===== config.mk =====
export PLATFORM = sky130hd
export DESIGN_NAME = seq_left_shifter
export DESIGN_NICKNAME = d
export VERILOG_FILES = /design/src/rtl/shifter_pkg.sv /design/src/rtl/seq_left_shifter.sv
export SDC_FILE = /design/constraint.sdc
export NUM_CORES = 1
export LEC_CHECK = 0
export ABC_CLOCK_PERIOD_IN_PS = 1600
export CORE_MARGIN = 1
export CORE_UTILIZATION = 35
export CTS_CLUSTER_SIZE = 30
export DETAILED_ROUTE_END_ITERATION = 10
export GPL_TIMING_DRIVEN = 0
export PLACE_DENSITY = 0.76
export SLEW_MARGIN = 20
export SYNTH_ARGS = -nofsm -noshare
export SYNTH_HDL_FRONTEND = slang
export SYNTH_SLANG_ARGS = --single-unit

===== constraint.sdc =====
create_clock -name clk -period 1.6 [get_ports clk]
set_input_delay 0.16 -clock clk [delete_from_list [all_inputs] [get_ports clk]]
set_output_delay 0.16 -clock clk [all_outputs]
set_load 0.005 [all_outputs]

===== src/rtl/shifter_pkg.sv =====
// Shared constants, instruction-type encodings and FSM state type for the
// sequential left shifter.
package shifter_pkg;

  localparam int XLEN    = 32;
  localparam int SHAMT_W = 5;

  localparam logic TYPE_R = 1'b0;  // SLL: amount from in2[4:0]
  localparam logic TYPE_I = 1'b1;  // SLLI: amount from shamt

  typedef enum logic [1:0] {
    ST_IDLE  = 2'd0,
    ST_SHIFT = 2'd1,
    ST_DONE  = 2'd2
  } state_t;

endpackage


===== src/rtl/seq_left_shifter.sv =====
// Iterative logical left shifter: one bit per cycle, valid/ready on both sides.
// A zero-amount request skips SHIFT and still costs one cycle before out_valid.
module seq_left_shifter
  import shifter_pkg::*;
#(
  parameter int XLEN = shifter_pkg::XLEN
) (
  input  logic                clk,
  input  logic                rst_n,
  input  logic                in_valid,
  output logic                in_ready,
  input  logic [XLEN-1:0]     in1,
  input  logic                op_type,
  input  logic [SHAMT_W-1:0]  shamt,
  input  logic [XLEN-1:0]     in2,
  output logic                out_valid,
  input  logic                out_ready,
  output logic [XLEN-1:0]     shifted
);

  state_t               state;
  logic [XLEN-1:0]      result;
  logic [SHAMT_W-1:0]   cnt;
  logic [SHAMT_W-1:0]   amt;
  logic                 unused_in2;

  // Only the low SHAMT_W bits of the register operand select the amount.
  assign unused_in2 = ^in2[XLEN-1:SHAMT_W];

  always_comb begin
    amt = in2[SHAMT_W-1:0];
    if (op_type == TYPE_I) amt = shamt;
  end

  // NOTE: state is updated only with non-blocking assignments so every branch
  // reads the pre-edge values; reset is sampled synchronously, so it is the
  // first test inside the clocked block rather than part of the sensitivity list.
  always_ff @(posedge clk) begin
    if (!rst_n) begin
      state     <= ST_IDLE;
      result    <= '0;
      cnt       <= '0;
      in_ready  <= 1'b1;
      out_valid <= 1'b0;
    end else begin
      case (state)
        ST_IDLE: begin
          if (in_valid && in_ready) begin
            result   <= in1;
            cnt      <= amt;
            in_ready <= 1'b0;
            state    <= (amt == '0) ? ST_DONE : ST_SHIFT;
          end
        end

        ST_SHIFT: begin
          result <= {result[XLEN-2:0], 1'b0};
          cnt    <= cnt - 1'b1;
          if (cnt == SHAMT_W'(1)) begin
            state     <= ST_DONE;
            out_valid <= 1'b1;
          end
        end

        ST_DONE: begin
          // Entered straight from IDLE with a zero amount: raise out_valid one
          // cycle later so every request costs at least one cycle.
          if (!out_valid) begin
            out_valid <= 1'b1;
          end else if (out_ready) begin
            state     <= ST_IDLE;
            out_valid <= 1'b0;
            in_ready  <= 1'b1;
          end
        end

        default: begin
          state     <= ST_IDLE;
          in_ready  <= 1'b1;
          out_valid <= 1'b0;
        end
      endcase
    end
  end

  assign shifted = result;

endmodule


==> summary.md <==
| Metric | Value |
|---|---|
| Outcome | `finished, violations left` |
| Failing checks | `setup timing` |
| Worst hold slack | `0.477 ns` |
| Number of rows in the core area | `27` |
| Horizontal die dimension | `just under 80 µm` |
| CTS Buf Count | `5` |
| Largest stage delay, worst path | `0.48 ns` |
| Count of clock tree sinks | `between 40 and 50` |
| Largest clock skew in the final design | `between 0.009 and 0.01 ns` |
| Final net count | `about 400` |
| Antenna violations before repair | `0` |
| Synthesized flop and latch total | `41` |
| Endpoint of the lowest-slack register-to-register path | `state[0]` |
| Hold-fix buffer count after cts | `0` |
| Number of routed nets with antenna violations | `0` |
| Cell area after synthesis | `2030 µm²` |
| Total iterations of the first detailed-routing run | `4` |
| Synth Area per Inst | `9.19 µm²` |
| Area Overhead vs Synth | `68.2%` |
| Placed wire-length estimate | `a little under 4000 µm` |
| VDD IR-drop max | `0.926 mV` |
| Worst skew pair latency | `~0.3 ns` |
| Cell family contributing the most delay on the critical path | `simple AND/OR/NAND/NOR gates` |
| Synthesized instance count | `approximately 220` |
| Worst setup path startpoint | `cnt[1]` |
| Critical Path Sink Type | `register` |
| Count of different cell masters after synthesis | `33` |
| Required time worst endpoint | `between 1.5 and 2 ns` |
| Post-Route WL | `between 5000 and 6000 µm` |
| Worst Reg-to-Reg Cells | `6` |
| Buffer and inverter count on the worst path | `1` |
| Startpoint of the most critical register-to-register path | `cnt[1]` |
| Setup repair after global routing missed its margin | `true` |
| Critical Path AT | `1.91 ns` |
| Cell count of the worst hold path | `4` |
| Pins Over Slew Limit | `0` |
| Total number of H-tree levels | `2` |
| Average routed wire per standard cell | `14.9 µm` |
| Slowest library cell on the worst path | `or4b_4` |
| Transition time at the pin with the least slew margin | `roughly 0.64 ns` |
| Chip height | `78.2 µm` |
| Post-synthesis sequential area ratio | `between 40% and 50%` |
| Most common cell after layout, fill and taps aside | `clkdlybuf4s50_1` |
| Final number of hold-violating endpoints | `0` |
| TritonCTS clock tree | `built` |
| Biggest fanout along the worst timing path | `3` |
| Boundary pin count | `roughly 110` |
| Number of buffer cells added on primary ports | `79` |
| CORE AREA | `around 5500 µm²` |
| Count of vias placed by the detailed router | `slightly above 2000` |
| DRC violations left | `0` |
| Fmax achieved | `slightly below 600 MHz` |
| Crit path kind | `reg2reg` |
| Initial Utilization | `about 37%` |
| Worst-path clk slew | `around 0.08 ns` |
| Leakage power figure | `around 1.2 nW` |
| Max-slew headroom at the worst pin | `57.5%` |
| Final global-route overflow total | `0` |
| Cell-by-cell trace of the critical path | `inv_2 > ha_4 > or4b_4 > a221oi_4 > nor3_2 > a41o_1` |
| Layout cells sized above 1 | `between 20 and 25%` |
| Final setup violation count | `2` |
| Final Total Pwr | `6.53 mW` |
| Yosys warning count | `0` |
| Clock Tree Buf Depth | `2` |
| Pin count of the biggest net entering global routing | `15` |
| Worst Setup Slack, final | `-0.117 ns` |
| Cell area after placement | `slightly below 3000 µm²` |
| Root Driver | `clkbuf_8` |
| Fraction of the cycle the final worst path needs | `107%` |
| Post-Layout Inst Area | `~3400 µm²` |
| Drt initial violations | `65` |
| Global placement routability congestion | `~0.86` |
| R2R setup slack | `-0.12 ns` |
| WHS Endpoint | `cnt[0]` |
| Worst min-delay path startpoint | `op_type` |
| Critical path launch point type | `register` |
| Wire length of the first global-routing pass | `8930 µm` |
| DR vias/cell | `approximately 5.2` |
| GR Util All Layers | `18.5%` |
| Final antenna diode count | `0` |
| Hold WC Path Type | `in2reg` |
| Power per Cell Area | `about 1900 nW/µm²` |
| Minimum clock period after layout | `around 1.7 ns` |
| Reported max-cap violation count | `0` |
| Leading cell types in the layout, fill and taps excluded | `79 x clkdlybuf4s50_1, 37 x dfxtp_1, 36 x mux2i_1` |
| Number of nets in the synthesized netlist | `300` |
| Via count of the first global-routing pass | `1904` |
| Die Footprint | `around 6100 µm²` |
==> cells by family (layout without fill, tap and decap cells) <==
family                     after synthesis  in the layout  share of synthesized area, %
DFF                                     41             41                          40.4
AOI/OAI and AO/OA                       57             57                          21.0
muxes                                   37             37                          18.3
buffers and inverters                   25            121                          5.30
and+or+nand+nor                         56             56                          11.9
adders and majority gates                5              5                          3.08
==> worst max path at each step <==
| stage | endpoint | slack (ns) | depth (start not counted) |
|---|---|---|---|
| 6_report | state[0] | -0.12 | 6 |
| 5_1_grt | state[0] | -0.14 | 6 |
| 4_1_cts | state[0] | -0.08 | 6 |
| 3_5_place_dp | shifted[15] | -0.31 | 8 |
| 3_3_place_gp | shifted[15] | -0.21 | 8 |
| 2_1_floorplan | shifted[15] | 0.01 | 8 |
==> worst min-delay path, cell delays in order <==
cell	delay, ns
clkbuf_1	0.16
mux2i_1	0.21
or3_1	0.13
a31oi_1	0.07
==> Yosys cell counts <==
| library cell | number | share of area (%) |
|---|---|---|
| nor2b_1 | 3 | 0.92 |
| nand2_1 | 8 | 1.5 |
| or4b_4 | 1 | 0.68 |
| a21oi_1 | 7 | 1.7 |
| clkbuf_1 | 6 | 1.1 |
| and2_1 | 1 | 0.31 |
| and3_1 | 1 | 0.31 |
| a31oi_1 | 2 | 0.62 |
| o32ai_1 | 1 | 0.43 |
| a211oi_1 | 33 | 12 |
| a221oi_4 | 1 | 1.3 |
| nor2_1 | 35 | 6.5 |
| o21a_1 | 1 | 0.37 |
| o2bb2ai_1 | 1 | 0.43 |
| a21boi_1 | 1 | 0.37 |
| o22ai_1 | 1 | 0.31 |
| a31o_2 | 1 | 0.43 |
| a21o_1 | 1 | 0.37 |
| a41o_1 | 1 | 0.49 |
| nor3_1 | 2 | 0.49 |
| buf_1 | 1 | 0.18 |
| o31ai_1 | 1 | 0.37 |
| dfxtp_1 | 41 | 40 |
| nand3_1 | 4 | 0.99 |
| inv_1 | 7 | 1.3 |
| ha_1 | 5 | 3.1 |
| a211o_1 | 1 | 0.43 |
| buf_2 | 11 | 2.7 |
| mux2_1 | 1 | 0.55 |
| or3_1 | 1 | 0.31 |
| o21ai_0 | 3 | 0.74 |
| mux2i_1 | 36 | 18 |
| o311ai_0 | 1 | 0.43 |
==> metal layers <==
layer,track usage [%],wire [µm]
met2,31.7,2920
met1,22.6,2520
met3,3.84,256
met4,6.85,86
met5,0,0
==> power breakdown <==
part	internal (mW)	leakage, nW	switching (mW)
registers	1.45	0.341	0.350
clock network	0.467	0.0543	0.378
logic	2.18	0.839	1.71
total	4.09	1.23	2.44
==> state kept, by name, indices dropped and copies added (netlist names) <==
register   cells
cnt            5
in_ready       1
out_valid      1
shifted       32
state          2
==> layout make-up <==
cell class,instances,area [µm²]
Buffer,18,184
Clock buffer,5,68.8
Clock inverter,3,46.3
Fill cell,456,2120
Inverter,7,31.3
Multi-Input combinational cell,155,1250
Sequential cell,41,833
Tap cell,72,90.1
Timing Repair Buffer,88,911
==> timing repair <==
action                     in CTS  in global routing
setup endpoints to repair      39                 41
cloned                          0                  3
gates resized for setup        29                 46
pin swaps                       1                  6
setup buffers                   2                  4
==> metrics by stage <==
step	cells	util (%)	setup TNS (ns)	worst slack, ns
after floorplan	221	-	0	0.00982
after global routing	389	61.7	-0.504	-0.142
after global placement	372	52.6	-5.77	-0.210
after detailed placement	372	52.6	-7.57	-0.307
after CTS	382	56.4	-0.879	-0.0799
final	389	61.7	-0.134	-0.117
No activity file was read; power rests on OpenSTA's default activity.
